===== config.mk =====
export PLATFORM = sky130hd
export DESIGN_NAME = sram_port_arbiter
export DESIGN_NICKNAME = d
export VERILOG_FILES = /design/src/rtl/sram_port_arbiter.sv
export SDC_FILE = /design/constraint.sdc
export NUM_CORES = 1
export LEC_CHECK = 0
export CORE_AREA = 5 5 511 513
export CTS_BUF_LIST = sky130_fd_sc_hd__clkbuf_4
export DETAILED_ROUTE_END_ITERATION = 8
export DIE_AREA = 0 0 516 518
export DONT_BUFFER_PORTS = 1
export SLEW_MARGIN = 25
export SYNTH_ARGS = -nofsm -noshare
export SYNTH_HDL_FRONTEND = slang
export SYNTH_SLANG_ARGS = --single-unit
export TNS_END_PERCENT = 20

===== constraint.sdc =====
create_clock -name pll_core_cpuclk -period 2 [get_ports pll_core_cpuclk]
set_input_delay 0.2 -clock pll_core_cpuclk [delete_from_list [all_inputs] [get_ports pll_core_cpuclk]]
set_output_delay 0.2 -clock pll_core_cpuclk [all_outputs]
set_load 0.1 [all_outputs]

===== src/rtl/sram_port_arbiter.sv =====
// sram_port_arbiter: round-robin/lock arbiter sharing one SRAM between two ports, with tagged read return.
// Optional performance counters are built only when SRAM_ARB_PERF_CNT_EN is defined.
module sram_port_arbiter #(
  parameter int SRAM_ADDR_WIDTH = 21,
  parameter int SRAM_DATA_WIDTH = 128,
  parameter int READ_LATENCY    = 1
) (
  input  logic                       pll_core_cpuclk,
  input  logic                       sys_rst,
  input  logic                       m0_req_i,
  input  logic                       m0_lock_i,
  input  logic                       m0_we_i,
  input  logic [SRAM_ADDR_WIDTH-1:0] m0_addr_i,
  input  logic [SRAM_DATA_WIDTH-1:0] m0_wdata_i,
  input  logic [SRAM_DATA_WIDTH-1:0] m0_strb_i,
  output logic                       m0_gnt_o,
  output logic                       m0_rvalid_o,
  output logic [SRAM_DATA_WIDTH-1:0] m0_rdata_o,
  input  logic                       m1_req_i,
  input  logic                       m1_lock_i,
  input  logic                       m1_we_i,
  input  logic [SRAM_ADDR_WIDTH-1:0] m1_addr_i,
  input  logic [SRAM_DATA_WIDTH-1:0] m1_wdata_i,
  input  logic [SRAM_DATA_WIDTH-1:0] m1_strb_i,
  output logic                       m1_gnt_o,
  output logic                       m1_rvalid_o,
  output logic [SRAM_DATA_WIDTH-1:0] m1_rdata_o,
  output logic                       mem_req_o,
  output logic                       mem_we_o,
  output logic [SRAM_ADDR_WIDTH-1:0] mem_addr_o,
  output logic [SRAM_DATA_WIDTH-1:0] mem_wdata_o,
  output logic [SRAM_DATA_WIDTH-1:0] mem_strb_o,
  input  logic [SRAM_DATA_WIDTH-1:0] mem_rdata_i,
  output logic [31:0]                perf_gnt0_o,
  output logic [31:0]                perf_gnt1_o,
  output logic [31:0]                perf_conflict_o
);
  typedef enum logic [1:0] {NONE = 2'd0, P0 = 2'd1, P1 = 2'd2} lock_t;
  lock_t lock_q, lock_d;
  logic rr_q, rr_d;
  logic gnt0, gnt1, rd;
  logic [READ_LATENCY-1:0] tv_q, tp_q;
  assign gnt0 = !sys_rst && m0_req_i && (lock_q == P0 || (lock_q == NONE && (!m1_req_i || !rr_q)));
  assign gnt1 = !sys_rst && m1_req_i && (lock_q == P1 || (lock_q == NONE && (!m0_req_i || rr_q)));
  assign m0_gnt_o = gnt0;
  assign m1_gnt_o = gnt1;
  always_comb begin
    rr_d   = gnt0 ? 1'b1 : gnt1 ? 1'b0 : rr_q;
    lock_d = lock_q;
    lock_d = gnt0 ? (m0_lock_i ? P0 : NONE) :
             gnt1 ? (m1_lock_i ? P1 : NONE) :
             ((lock_q == P0 && !m0_lock_i) || (lock_q == P1 && !m1_lock_i)) ? NONE : lock_q;
  end
  assign mem_req_o   = gnt0 | gnt1;
  assign mem_we_o    = gnt0 ? m0_we_i    : gnt1 ? m1_we_i    : 1'b0;
  assign mem_addr_o  = gnt0 ? m0_addr_i  : gnt1 ? m1_addr_i  : '0;
  assign mem_wdata_o = gnt0 ? m0_wdata_i : gnt1 ? m1_wdata_i : '0;
  assign mem_strb_o  = gnt0 ? m0_strb_i  : gnt1 ? m1_strb_i  : '0;
  assign rd = mem_req_o && !mem_we_o;
  always_ff @(posedge pll_core_cpuclk) begin
    if (sys_rst) begin
      rr_q   <= 1'b0;
      lock_q <= NONE;
      tv_q   <= '0;
      tp_q   <= '0;
    end else begin
      rr_q    <= rr_d;
      lock_q  <= lock_d;
      tv_q[0] <= rd;
      tp_q[0] <= gnt1;
      for (int i = 1; i < READ_LATENCY; i++) begin
        tv_q[i] <= tv_q[i-1];
        tp_q[i] <= tp_q[i-1];
      end
    end
  end
  // a tag emerging during reset belongs to a flushed read, so it is masked
  assign m0_rvalid_o = !sys_rst && tv_q[READ_LATENCY-1] && !tp_q[READ_LATENCY-1];
  assign m1_rvalid_o = !sys_rst && tv_q[READ_LATENCY-1] && tp_q[READ_LATENCY-1];
  assign m0_rdata_o  = m0_rvalid_o ? mem_rdata_i : '0;
  assign m1_rdata_o  = m1_rvalid_o ? mem_rdata_i : '0;
`ifdef SRAM_ARB_PERF_CNT_EN
  logic [31:0] pg0_q, pg1_q, pc_q;
  always_ff @(posedge pll_core_cpuclk) begin
    if (sys_rst) begin
      pg0_q <= '0;
      pg1_q <= '0;
      pc_q  <= '0;
    end else begin
      pg0_q <= pg0_q + 32'(gnt0);
      pg1_q <= pg1_q + 32'(gnt1);
      pc_q  <= pc_q + 32'((m0_req_i && !gnt0) || (m1_req_i && !gnt1));
    end
  end
  assign perf_gnt0_o     = pg0_q;
  assign perf_gnt1_o     = pg1_q;
  assign perf_conflict_o = pc_q;
`else
  assign perf_gnt0_o     = '0;
  assign perf_gnt1_o     = '0;
  assign perf_conflict_o = '0;
`endif
endmodule


==> impl_summary.md <==
Timing
The maximum clock frequency is roughly 430 MHz. The number of hold-slack violations in the final timing report is 0. The clock skew is ~0.0007 ns. The share of the cycle needed by the critical path after routing is 116.2%. Setup violations remaining at the end of the flow were counted as 280. Setup repair after global routing could not meet its margin everywhere. The final max-slew violation count is 0. The smallest clock period supported by the final layout is computed as ~2.3 ns. Setup slack on the critical path of the routed design comes to -0.3231 ns.

Cells and area
From synthesis to final layout, the design area changed by 308.0%. The multi-input gate area in the final layout is between 0.005 and 0.006 mm2. The layout net count is 1979. Cells with a size suffix above 1 make up approximately 65% of the layout. The post-route standard cell area excluding fillers is ~0.023 mm2. Measured on the finished design, the core utilization comes to about 8.8%. The sequential cell area is ~110 um2. The layout has about 29000 filler cells.

Power
IR analysis of the VDD net gives a maximum drop of ~0.24 mV. In this run the static leakage power is 8.141 nW. Power spread over the standard cell area amounts to ~400 mW/mm2.

The completed layout was analyzed and its total power is 0.009273 W.

Synthesis
The portion of the post-synthesis area used by sequential elements is 1.808%. Yosys attributes the largest share of cell area to sky130_fd_sc_hd__a22o_1, sky130_fd_sc_hd__and2_1, sky130_fd_sc_hd__buf_4. Counting distinct cell types in the post-synthesis netlist gives 20. The post-synthesis cell type with the largest combined area is sky130_fd_sc_hd__a22o_1. After synthesis, the largest area contributor takes up between 40 and 50% of total cell area.

The cell area after technology mapping is 0.005537 mm2. The synthesized netlist cell count is around 750. The average instance in the mapped netlist occupies around 7.4 um2. For this run, the number of Yosys warnings is 0. Synthesis inferred 5 register bits.

Routing
The count of routing violations after the opening detailed-route iteration is about 570. The count of unresolved DRC violations after routing is 0. After detailed routing, the average wire length per cell comes to between 40 and 50 um. The total wirelength of the detailed-routed design is 206800 um. Using the TritonRoute via totals, the vias-per-cell ratio works out to 2.062. The number of iterations in the first detailed-routing pass is 5. The detailed router placed roughly 9800 vias in this run.

The remaining antenna violation count is 0.

Placed design
Summing all placed instances gives a cell area of 0.02071 mm2. The number of port buffers is 0. The HPWL after detailed placement is around 200000 um. The routability congestion estimate from global placement is roughly 0.91. Prior to clock tree synthesis, the placed netlist has a worst setup slack of -0.1083 ns.

Min path
The hold path endpoint is tp_q$_SDFF_PP0_. The type of the most critical hold path is in -> reg. Along the worst hold path, the cell count comes to 1. In this run the most critical hold path is launched from sys_rst.

Global route
The largest net degree at the start of global routing is a little over 80. The number of global-route vias before repair is between 9000 and 10000. The total grt overflow is 0.

The number of antenna violations at the first check in global routing was approximately 230. The global-route wire length before repair is about 230000 um. Global routing used between 10 and 15% of the available tracks across all layers.

CTS
The H-tree depth is 1. The clock drives 5 sinks. The clock tree buffer depth is 2. TritonCTS built the clock tree. The buffer type at the clock tree root is sky130_fd_sc_hd__clkbuf_4. After clock tree synthesis, the clock-pin slew on the worst setup and hold paths is 0.04 ns. In this run, post-CTS hold repair placed 0 buffers. The insertion delay to the later sink of the worst-skew pair is between 0.2 and 0.3 ns. The number of clock buffers added by TritonCTS is 3.

Setup path
The worst register-to-register path ends at tv_q$_SDFF_PP0_. The kind of critical path is reg -> out. STA classifies the critical path startpoint as a flop. The maximum fanout along the worst path is 10. The required arrival time at the worst endpoint is 1.80 ns. The register-to-register path setup slack is 0.49 ns. The worst setup path is captured at a primary output. The critical path arrival is around 2.1 ns.

The cell depth of the worst flop-to-flop path is 7. The startpoint of the most critical register-to-register path is lock_q[1]$_SDFFE_PP0P_.

Die
Row generation in the floorplan step produced 186 rows. The total area inside the core boundary comes to between 0.2 and 0.3 mm2. Once the floorplan was initialized, standard cells occupied between 2 and 2.5% of the core. The width of the die is 516 um. Pin placement for this block handled roughly 1300 I/O pins. The die covers ~0.27 mm2. The die is about 520 um tall.

Run status
The checks that failed: setup timing. The flow ran to the end, but the final reports show violations.

Run
The reported max-cap violation count is 0.
## area by class of cell
cell class                 count  share of cell area (%)
tap                         3384                   18.75
inverter                       5                 0.08309
antenna                       71                  0.7866
multi-input combinational    646                   25.70
sequential                     5                  0.4653
clock buffer                   4                  0.1329
timing repair buffer         628                   54.09
## where the power goes
part	internal (W)	switching, W
clock network	0.0000892	0.0000458
logic	0.00282	0.00620
registers	0.000107	0.00000880
total	0.00302	0.00625
## worst max path at each step
stage / slack [ns] / start / end
final: -0.32 / lock_q[0]$_SDFFE_PP0P_ / mem_wdata_o[69]
after global routing: -0.36 / lock_q[0]$_SDFFE_PP0P_ / mem_wdata_o[69]
after CTS: -0.31 / lock_q[1]$_SDFFE_PP0P_ / mem_strb_o[82]
after detailed placement: -0.11 / lock_q[1]$_SDFFE_PP0P_ / mem_wdata_o[54]
after global placement: -0.02 / lock_q[1]$_SDFFE_PP0P_ / mem_wdata_o[97]
after floorplan: -0.17 / lock_q[0]$_SDFFE_PP0P_ / mem_req_o
## synthesized netlist by cell type
cell type / instances
sky130_fd_sc_hd__conb_1: 1
sky130_fd_sc_hd__and2_1: 256
sky130_fd_sc_hd__buf_4: 107
sky130_fd_sc_hd__a21oi_1: 4
sky130_fd_sc_hd__o221a_2: 2
sky130_fd_sc_hd__clkbuf_1: 26
sky130_fd_sc_hd__nor3_1: 2
sky130_fd_sc_hd__buf_8: 1
sky130_fd_sc_hd__buf_2: 39
sky130_fd_sc_hd__a311oi_1: 1
sky130_fd_sc_hd__inv_1: 5
sky130_fd_sc_hd__nor2_1: 1
sky130_fd_sc_hd__a22o_1: 279
sky130_fd_sc_hd__nor3b_2: 1
sky130_fd_sc_hd__dfxtp_1: 5
sky130_fd_sc_hd__nor3b_1: 1
sky130_fd_sc_hd__nand2b_4: 1
sky130_fd_sc_hd__buf_6: 13
sky130_fd_sc_hd__and3_1: 1
sky130_fd_sc_hd__nand2b_1: 1
## kinds of logic (layout without fill, tap and decap cells)
group                  after synthesis  after routing  synth area share (%)
other                                1            167               0.06773
AND/OR/NAND/NOR                    264            264                 30.01
AO/OA/AOI/OAI                      286            286                 45.06
buffers and inverters              191            637                 23.05
flip-flops                           5              5                 1.808
## metal layers
layer | track usage (%) | vias up | part of all wire (%)
met5 | 0 | - | 0.34
met4 | 1.124 | 102 | 1.0
met3 | 10.29 | 246 | 17
met2 | 21.92 | 1251 | 42
met1 | 17.53 | 4440 | 40
li1 | - | 3740 | -
## state kept, by name, summed over array words and instances, names as in the netlist
name,cells
tp_q,1
tv_q,1
rr_q,1
lock_q,2
## worst max-delay path: stages, from the launching register on
cell and delay, ns:
sky130_fd_sc_hd__dfxtp_1 0.33, sky130_fd_sc_hd__nand2b_1 0.20, sky130_fd_sc_hd__nor3_2 0.21, sky130_fd_sc_hd__buf_6 0.22
sky130_fd_sc_hd__buf_12 0.14, sky130_fd_sc_hd__clkbuf_16 0.21, sky130_fd_sc_hd__buf_16 0.14, sky130_fd_sc_hd__a22o_1 0.19
sky130_fd_sc_hd__buf_12 0.19
## cells in the final DEF (no fill, tap or decap), types with 4 or more instances in the layout
cell type | netlist | final
sky130_fd_sc_hd__clkbuf_4 | 0 | 4
sky130_fd_sc_hd__inv_1 | 5 | 5
sky130_fd_sc_hd__a22o_2 | 0 | 25
sky130_fd_sc_hd__and2_2 | 0 | 33
sky130_fd_sc_hd__clkbuf_16 | 0 | 6
sky130_fd_sc_hd__buf_6 | 13 | 10
sky130_fd_sc_hd__buf_16 | 0 | 14
sky130_fd_sc_hd__buf_12 | 0 | 564
sky130_fd_sc_hd__buf_4 | 107 | 31
sky130_fd_sc_hd__conb_1 | 1 | 96
sky130_fd_sc_hd__a22o_1 | 279 | 122
sky130_fd_sc_hd__diode_2 | 0 | 71
sky130_fd_sc_hd__a22o_4 | 0 | 132
sky130_fd_sc_hd__and2_1 | 256 | 222
## per-stage QoR
stage               TNS (ns)  instances  hold slack (ns)
floorplan             -25.21        842           0.2724
global placement    -0.06139       4648           0.2896
CTS                   -70.94       4664          0.03200
detailed placement    -5.429       4648           0.3003
finish                -68.59       4743          0.04738
global route          -82.83       4706          0.03588
## what timing repair did
item,4_1_cts,5_1_grt
pin swaps,75,64
buffers inserted,8,2
setup endpoints to repair,357,384
gates resized for setup,73,104
gates cloned,4,6
Note: power is estimated with default switching activity, not from simulation.
